`src/rtl/adder_pkg.sv`:
```
// adder_pkg: shared operand layout, widths and feeder states for the adder and its feeder
package adder_pkg;
  localparam int SUM_W = 10;
  localparam int OP_BYTES = 4;
  typedef struct packed {
    logic       cin;
    logic [7:0] w;
    logic [7:0] z;
    logic [7:0] y;
    logic [7:0] x;
  } operands_t;
  typedef enum logic [1:0] {COLLECT, HOLD, RESP} state_t;
endpackage

```
`src/rtl/adder_feeder.sv`:
```
// adder_feeder: gathers four operand bytes plus carry-in, holds them for the adder and returns its result
module adder_feeder
  import adder_pkg::*;
#(
  parameter int LAT = 1
) (
  input  logic             clk,
  input  logic             rst_n,
  input  logic             in_valid,
  input  logic [7:0]       in_data,
  input  logic             in_cin,
  output logic             in_ready,
  output logic [32:0]      ins,
  input  logic [SUM_W-1:0] sm_r,
  input  logic             sm_zero_r,
  output logic             res_valid,
  output logic [SUM_W-1:0] res_sum,
  output logic             res_zero,
  input  logic             res_ready,
  output logic             busy
);
  localparam int WW = (LAT < 1) ? 1 : $clog2(LAT + 1);
  state_t state, state_nx;
  logic [1:0] cnt;
  logic [WW-1:0] wcnt;
  logic in_fire, last_byte, sample;
  always_comb begin
    in_fire = in_valid && in_ready;
    last_byte = in_fire && (cnt == 2'(OP_BYTES - 1));
    sample = (state == HOLD) && (wcnt == '0);
  end
  always_ff @(posedge clk or negedge rst_n)
    if (!rst_n) state <= COLLECT;
    else state <= state_nx;
  always_comb
    state_nx = last_byte                        ? HOLD    :
               sample                           ? RESP    :
               (state == RESP && res_ready)     ? COLLECT : state;
  always_comb begin
    in_ready = (state == COLLECT);
    res_valid = (state == RESP);
    busy = !(state == COLLECT && cnt == '0);
  end
  // ins stays frozen outside COLLECT because only accepted bytes write it
  always_ff @(posedge clk or negedge rst_n)
    if (!rst_n) begin
      cnt <= '0;
      wcnt <= '0;
      ins <= '0;
      res_sum <= '0;
      res_zero <= 1'b0;
    end else begin
      if (in_fire) begin
        ins[8*cnt +: 8] <= in_data;
        cnt <= cnt + 2'd1;
      end
      if (last_byte) begin
        ins[32] <= in_cin;
        wcnt <= WW'(LAT);
      end
      if (state == HOLD && wcnt != '0) wcnt <= wcnt - WW'(1);
      if (sample) begin
        res_sum <= sm_r;
        res_zero <= sm_zero_r;
      end
    end
endmodule
```
`config.mk`:
```
export PLATFORM = sky130hd
export DESIGN_NAME = adder_feeder
export DESIGN_NICKNAME = d
export VERILOG_FILES = /design/src/rtl/adder_pkg.sv /design/src/rtl/adder_feeder.sv
export SDC_FILE = /design/constraint.sdc
export NUM_CORES = 1
export LEC_CHECK = 0
export ABC_AREA = 1
export CAP_MARGIN = 10
export CORE_MARGIN = 2
export CORE_UTILIZATION = 49
export CTS_BUF_LIST = sky130_fd_sc_hd__clkbuf_4 sky130_fd_sc_hd__clkbuf_8
export CTS_CLUSTER_DIAMETER = 120
export DETAILED_ROUTE_END_ITERATION = 12
export PLACE_DENSITY_LB_ADDON = 0.25
export SLEW_MARGIN = 20
export SYNTH_ARGS = -nofsm -noshare
export SYNTH_HDL_FRONTEND = slang
export SYNTH_SLANG_ARGS = --single-unit
```
`constraint.sdc`:
```
create_clock -name clk -period 4.33 [get_ports clk]
set_input_delay 1.0825 -clock clk [delete_from_list [all_inputs] [get_ports clk]]
set_output_delay 1.0825 -clock clk [all_outputs]
set_load 0.05 [all_outputs]
```
Yosys cells after proc, flatten, opt, wreduce, memory -nomap -nowiden
Cells that the tools add are included.
- add/subtract/negate cells: 3
- equal/unequal tests: 3
- shift operators: 2
- mux-type cells: 8
- bitwise operators: 1
- reduce and logical (&&, ||, !) cells: 12
- operators by type and width (cell ; count):
    5-bit negation with 34-bit output ; 1
    8-bit by 34-bit variable shift with 33-bit output, first input constant ; 1
    8-bit by 34-bit variable part select with 33-bit output ; 1
    33-bit bitwise mux ; 1
    33-bit two-way mux ; 1
    1-bit logical AND ; 6
    2-bit two-way mux ; 3
    2-bit == test, second input constant ; 2
    2-bit zero test ; 2
    2-bit nonzero test ; 2
    1-bit two-way mux ; 3
    3-bit nonzero test ; 1
    2-bit by 1-bit adder with 2-bit output, second input constant ; 1
    2-bit by 1-bit == test with 1-bit output, second input constant ; 1
    1-bit zero test ; 1
    1-bit inverter ; 1
    1-bit subtractor, second input constant ; 1
- register bits: 49
- output and inout port bits: 47
- word-level logic and storage cells: 36

Depth between registers and ports, before layout
- depth after elaboration: 5
- depth in mapped cells: 9

Worst setup path before layout
No wires, ideal clock.
- path kind: register to output
- from: reg cnt[0]
- to: out busy
- data arrival time: 1590 ps
- data required time: 3248 ps
- slack: 1658 ps
- stages on the path, launching flop included: 6
- path buffers: 2
- path through: dfrtp_1 -> buf_2 -> inv_1 -> ha_1 -> buf_2 -> nand2_1
- longest elaborated chain between the ends: 3
- ends and longest elaborated chain (item ; RTL line ; text):
    start: declaration ; adder_feeder.sv:24 ; logic [1:0] cnt;
    start signal: assignment ; adder_feeder.sv:55 ; cnt <= cnt + 2'd1;
    2-bit zero test ; adder_feeder.sv:42 ; busy = !(state == COLLECT && cnt == '0);
    1-bit logical AND ; adder_feeder.sv:42 ;
    1-bit zero test ; adder_feeder.sv:42 ;
    end: declaration ; adder_feeder.sv:20 ; output logic busy
No other way between the ends.

Worst setup path after layout
Same ends and word-level chain as after synthesis.

==> impl_metrics.yaml <==
synth:
  postSynthAreaPerCell_um2: 9.22
  syn-num-nets: 282
  ys_types: 20
  netlist_top_cells_area: "dfrtp_1, nand2_1, o21ai_2"
  yosysMostFrequentCell: "nand2_1"
  yosysWarnings: 0
  synthCells: 253
  synth-edff-count: 0
  ys_ff_latch: 49
  ys.flop_type: "dfrtp_1"
  synth_commonest_cells: "nand2_1, dfrtp_1, inv_1, o21ai_2, o21ai_1"
  netlist_area_mm2: 0.00233
  synth-seq-area-share_pct: 52.5
  synth_top_area_share_pct: 52.5
  synth_area_leader_cell: "dfrtp_1"
  synthArstFlopShare_pct: 100
worst_setup_path:
  worstPathRequired_ps: 3250
  arrival_ps: 2510
  cp-end-kind: "output port"
  worst-setup-path-type: "flop to output port"
  max_stage_delay_ps: 800
  path_cells: "inv_1 > ha_1 > nand2_1 > clkdlybuf4s50_1"
  r2r_slack_ps: 2300
  path_max_fanout: 13
  startpoint_type: "flop"
  critPathSlowestCell: "clkdlybuf4s50_1"
place:
  pre_cts_ws_ps: 1080
  routabilityCongestion: 0.835
  port_buffers: 70
  dp_hpwl_mm: 3.71
pwr:
  p_clk_share_pct: 35.0
  p_per_area_mw_per_mm2: 247
  ir_drop_mv: 0.149
  intPower_mw: 0.611
  switching_power_mw: 0.159
  p_comb_share_pct: 5.7
  p_seq_share_pct: 59.3
  swShare_pct: 20.6
  p_leak_nw: 1.48
clock_network:
  clkLatencyLatePin_ps: 300
  htree_levels: 2
  cts_buffer_depth: 2
  cts_tree: "yes"
  hold_buffers: 0
  post_cts_resized: 0
  cts_buffers: 5
  cts-root-buf: "clkbuf_8"
  cts_sinks: 49
  cts_setup_buffers: 0
  path_clk_slew_ps: 80
timing:
  period_minus_slack_ps: 3590
  drv_slew: 0
  fin_setup_tns_ps: 0
  worstMarginPinSlew_ps: 601
  fin_hold_ws_ps: 481
  clock.fmax_mhz: 279
  clock_skew_ps: 3.79
  hold_viol_final: 0
  finalSetupViolCount: 0
  min_period_over_period_pct: 82.9
  fin_ws_ps: 740
  rsz0062_at_grt: "false"
  slew_headroom_pct: 59.9
final_layout:
  area_growth_syn_to_layout_pct: 33.5
  diodes: 0
  nets: 350
  drive_above_1_share_pct: 14.3
drt:
  antenna_left: 0
  routed_via_density: 4.90
  routed_wl_mm: 4.92
  drt_iter0_drc: 113
  vias: 1836
  drc: 0
  drtPass1Iterations: 4
  wire_per_inst_um: 13.1
floorplanning:
  die_x_um: 73.0
  initial_core_util_pct: 50.1
  die_area_mm2: 0.00533
  io-pin-count: 71
  num_rows: 25
  core_mm2: 0.00466
  die_y_um: 73.0
grt:
  grt_first_pass_wirelength_mm: 8.09
  gr-max-usage-layer: "met2"
  antenna_found_initial: 0
  track_usage_pct: 20.2
  grt.overflow.total: 0
  globalRouteMet1Util_pct: 27.7
  grtUsageMet3_pct: 5.39
  grt_pass1_vias: 1722
  grt_util_met2_pct: 30.5
  grt_max_degree: 50
worst_hold_path:
  min_path_type: "flop to flop"
run_status:
  status: "completed"
flow_run:
  max-cap-violations: 0
-- path summary, 6_finish.rpt --
kind	startpoint	end	cells past startpoint
max	cnt[0]	busy	4
min	wcnt	wcnt	1
max reg2reg	cnt[0]	ins[22]	5
min reg2reg	wcnt	wcnt	1
max in group asynchronous	rst_n	res_zero	1
min in group asynchronous	rst_n	res_sum[6]	1
-- layer usage --
metal  vias up  wire [µm]
met5         -          0
met2        50       2300
li1        931          -
met1       848       2300
met3         7        236
met4         0         87
-- cell families after synthesis --
| logic type | share of synthesized area [%] |
|---|---|
| xor+xnor | 0.375 |
| buf+inv | 7.88 |
| compound gates | 13.9 |
| simple gates | 22.6 |
| fa+ha+maj | 2.68 |
| flops | 52.5 |
-- power by group through the flow --
stage          sequential [mW]  clock [mW]  combinational [mW]
2_1_floorplan            0.466           0             0.00905
3_3_place_gp             0.466           0              0.0437
3_5_place_dp             0.466           0              0.0439
4_1_cts                  0.457       0.282              0.0443
5_1_grt                  0.457       0.300              0.0492
6_report                 0.457       0.270              0.0435
-- through the flow --
stage | cell area [µm²] | util, % | instances | power [mW]
finish | 3110 | 66.8 | 375 | 0.770
global route | 3110 | 66.8 | 375 | 0.806
CTS | 3110 | 66.8 | 375 | 0.783
detailed placement | 3020 | 64.8 | 368 | 0.510
global placement | 3020 | 64.8 | 368 | 0.510
floorplan | 2330 | - | 253 | 0.475
-- critical path: cells and delay by family, from the launching register on --
| family | cells | cell delay (ps) |
|---|---|---|
| adders and majority gates | 1 | 460 |
| DFF | 1 | 550 |
| buffers and inverters | 2 | 1060 |
| and+or+nand+nor | 1 | 130 |
-- cells in the final DEF, fill, tap and decap left out, drive strengths merged --
master          n
nand2          82
clkdlybuf4s50  69
dfrtp          49
o21ai          47
inv            29
nand3          21
nor2           10
clkbuf          7
ha              5
xor2            1
buf             1
-- layout make-up --
cell class	instances	area, µm²
clock buffers	7	90.1
inverters	29	109
repair buffers	70	698
well taps	54	67.6
multi-input cells	166	923
fillers	404	1550
flip-flops and latches	49	1230
-- registers in the layout, summed over array words and instances, names as in the netlist --
| name | flops |
|---|---|
| res_sum | 10 |
| ins | 33 |
| state | 2 |
| cnt | 2 |
| wcnt | 1 |
| res_zero | 1 |
Power figures use the tool's default switching activity.
==> RTL edit 1, RTL diff (same settings) <==
Re-encode `state_t` (3 states) as one-hot, 3 bits wide.
--- a/src/rtl/adder_pkg.sv
+++ b/src/rtl/adder_pkg.sv
@@ -11,3 +11,3 @@
   } operands_t;
-  typedef enum logic [1:0] {COLLECT, HOLD, RESP} state_t;
+  typedef enum logic [2:0] {COLLECT = 3'b001, HOLD = 3'b010, RESP = 3'b100} state_t;
 endpackage
Check against the original RTL: no difference found for any inputs over 10 cycles, from zero or initial values and one cycle with rst_n low; not proved beyond that.
==> RTL edit 1 against the original RTL <==
Routed wire length increased by 7.0%. Total power increased by 6.4%. Final area decreased by 0.32%. Count of clock-buffer cells in the layout decreased by 1. Synthesized cell count increased by 7.9%. Largest cell class unchanged. Sequential cell count increased by 1. Worst setup slack got worse by 0.049 ns. Area after synthesis unchanged.
==> RTL edit 1: results (changes against the original RTL) <==
metric,value,unit,change
Total GRT Usage,20.43,%,+0.22 points
maximum VDD drop,204.9,µV,+38%
DR vias,2014,,+9.7%
non-clk buf share,22.65,%,+0.23 points
multi-input combinational area share,28.17,%,-1.5 points
biggest registers after layout,"ins (33), res_sum (10), state (3)",,
status,finished clean,,
Placer Congestion,0.8161,,-2.3%
drt initial violations,83,,-27%
vias in the first global route,1852,,+7.5%
slew margin rel.,49.69,%,-10 points
Sequential Power Share,57.6,%,-1.7 points
crit-path max FO,18,,+5
met3 GRT Util,4.144,%,-1.2 points
DRT Wirelength,5264,µm,+7.0%
"Seq/Total Area, Yosys",53.67,%,+1.1 points
Syn Area/Cell,8.548,µm²,-7.3%
Tmin final,3.639,ns,+0.04935 ns
ClkCell Share,2.902,%,+0.0093 points
P_leak,0.001560,µW,+5.6%
clk_buf instances,6,,-1
Worst R2R Setup Slack,2.04,ns,-0.26 ns
P&R area growth vs syn,33.03,%,
dpl cells,387,,+5.2%
RR Endpoint,ins[17],,
global-route wire length before repair,8480,µm,+4.8%
CTS sink cnt,50,,+2.0%
Critical Path AT,2.56,ns,+0.05 ns
Met3 Wirelength,312,µm,+32%
post-place setup slack,1.061,ns,-0.01916 ns
largest net degree at the start of global routing,29,,-42%
Final Skew,0.005803,ns,+0.002009 ns
commonest cells in the netlist,"nand2_1, dfrtp_1, o21ai_0",,
fraction of layout cells with a size suffix above 1,4.985,%,-9.3 points
M1 WL,2356,µm,+2.4%
syn_nets,302,,+7.1%
met2 WL,2534,µm,+10%
[RTL edit 1: cell types whose count changed after synthesis, sizes merged, moves of 2 or more]
cell	delta
inv	+2
clkbuf	+2
nand3	-12
nand2	-4
nand4	+15
nor2	+11
nor3	+3
[RTL edit 1: logic make-up after synthesis]
kind of cell    after synthesis  share of synthesized area (%)
flops                        50                          53.67
fa+ha+maj                     5                          2.681
buf+inv                      42                          8.847
xor+xnor                      1                         0.3754
simple gates                128                          24.34
compound gates               47                          10.08
[RTL edit 1: how the worst min path moves through the flow]
stage | from | end | slack [ns] | depth (start not counted)
final | res_sum[8] | res_sum[8] | 0.49 | 2
after global routing | res_sum[2] | res_sum[2] | 0.52 | 2
after CTS | res_sum[1] | res_sum[1] | 0.49 | 2
after detailed placement | res_sum[8] | res_sum[8] | 0.47 | 2
after global placement | res_sum[6] | res_sum[6] | 0.47 | 2
after floorplan | state[1] | state[1] | 0.49 | 2
==> RTL edit 2, RTL diff (config.mk and constraints unchanged) <==
Made on the original files. The parameter `LAT` goes from 1 to 2.
--- a/src/rtl/adder_feeder.sv
+++ b/src/rtl/adder_feeder.sv
@@ -4,3 +4,3 @@
 #(
-  parameter int LAT = 1
+  parameter int LAT = 2
 ) (
Behaviour: not the same (a bounded check fails within 10 cycles, from zero or initial values and one cycle with rst_n low).
==> RTL edit 2 against the original RTL <==
Total power grew 8.5%. Clock skew up 0.0055 ns. Worst setup slack better by 0.049 ns. Critical path type unchanged. Count of clock-buffer cells in the layout did not move. Sequential cell count up 1. Final area about the same. Routed wire length increased by 1.9%. Area after synthesis decreased by 1.3%. Sequential share of layout area grew 0.84 points.
==> RTL edit 2: results (changes against the original RTL) <==
metric,value,unit,change
Hold EP,res_zero,,
total CTS buffers,5,,unchanged
post_cts resized,0,,unchanged
"Async S/R FF share, synth",100.0,%,unchanged
Int Power,672.2,µW,+10%
commonest cells in the netlist,"nand2_1, dfrtp_1, o21ai_1",,
largest net degree at the start of global routing,51,,+2.0%
Crit Path Category,flip-flop to output port,,
Clock Path Buffers,2,,unchanged
hold slack,0.4806,ns,-0.0007980 ns
maximum VDD drop,191.6,µV,+29%
DR vias/cell,4.952,,+1.2%
global-route wire length before repair,8445,µm,+4.3%
Syn Inst Count,257,,+1.6%
antenna cells,0,,unchanged
worst-margin pin slew,0.6597,ns,+0.05863 ns
drt initial violations,117,,+3.5%
Total GRT Usage,20.74,%,+0.53 points
Worst R2R Setup Slack,2.18,ns,-0.12 ns
initial antenna violation count,0,,unchanged
status,finished clean,,
fraction of layout cells with a size suffix above 1,10.12,%,-4.2 points
clock slew at reported path FFs,0.09,ns,
most area-consuming cells after synthesis,"dfrtp_1, nand2_1, o21ai_2",,
syn_nets,287,,+1.8%
"slowest stage cell, crit path",clkdlybuf4s50_1,,
placed standard-cell area,2995,µm²,-0.87%
max incr delay on CP,0.80,ns,about the same
crit-path max FO,15,,+2
hold path depth,2,,+1
nets@finish,355,,+1.4%
fin cells,378,,+0.80%
dpl cells,370,,+0.54%
P_leak,0.001460,µW,-1.2%
Placer Congestion,0.8360,,+0.11%
biggest registers after layout,"ins (33), res_sum (10)",,
RR Endpoint,ins[21],,
Worst R2R Path Depth,6,,+1
CTS H-tree depth,2,,unchanged
vias in the first global route,1801,,+4.6%
I/O Buffers,70,,unchanged
clock latency on the worst-skew pair,0.29,ns,
Hold Crit Class,flip-flop to flip-flop,,
Post-DP HPWL,3720,µm,+0.25%
Hold Path Origin,res_zero,,
drt pass-1 iters,4,,unchanged
root buffer selected by CTS,clkbuf_8,,
Critical Path AT,2.46,ns,-0.05 ns
"Seq/Total Area, Yosys",54.32,%,+1.8 points
Netlist cell types,24,,+20%
post-CTS setup buffer count,0,,unchanged
warnings from Yosys,0,,unchanged
WL/cell,13.26,µm,+1.1%
reg2reg start,cnt[0],,
crit path capture,busy,,
Final Skew,0.009262,ns,+0.005468 ns
## RTL edit 2: critical path: cells and delay by family (launching register included)
kind / cells / cell delay (ns)
adder cells (fa/ha/maj): 1 / 0.36
buffers and inverters: 2 / 1.03
AND/OR/NAND/NOR: 1 / 0.10
flip-flops: 1 / 0.67
## RTL edit 2: through the flow
| step | power, µW | worst slack, ns |
|---|---|---|
| 2_1_floorplan | 482.7 | 1.819 |
| 3_3_place_gp | 517.0 | 1.221 |
| 3_5_place_dp | 517.1 | 1.132 |
| 4_1_cts | 844.0 | 0.7649 |
| 5_1_grt | 869.5 | 0.6537 |
| 6_report | 835.9 | 0.7886 |
## RTL edit 2: cell families (layout without fill, tap and decap cells)
kind of cell    after synthesis  in the layout  synth area share, %
flops                        50             50                54.32
simple gates                135            135                26.07
compound gates               37             37                9.886
xor+xnor                      1              1               0.3803
fa+ha+maj                     6              6                3.259
buf+inv                      28             97                6.083
## RTL edit 2: power by group through the flow
stage	registers, µW	logic, µW	clock network (µW)
2_1_floorplan	476	6.79	0
3_3_place_gp	476	41.2	0
3_5_place_dp	476	41.3	0
4_1_cts	466	41.4	336
5_1_grt	467	45.4	357
6_report	466	41.1	328
## RTL edit 2: area by class of cell
cell class | instances | area, µm²
fillers | 375 | 1333
repair buffers | 70 | 698.2
flip-flops and latches | 50 | 1251
multi-input cells | 179 | 912.1
well taps | 52 | 65.06
clock inverters | 1 | 30.03
inverters | 19 | 71.32
clock buffers | 7 | 83.83
## RTL edit 2: routing by layer
layer / global-route usage, % / up-vias / wire length (µm)
li1: - / 939 / -
met1: 29.84 / 880 / 2284
met2: 32.53 / 51 / 2504
met3: 2.917 / 2 / 197
met4: 6.996 / 0 / 27
met5: 0 / - / 0
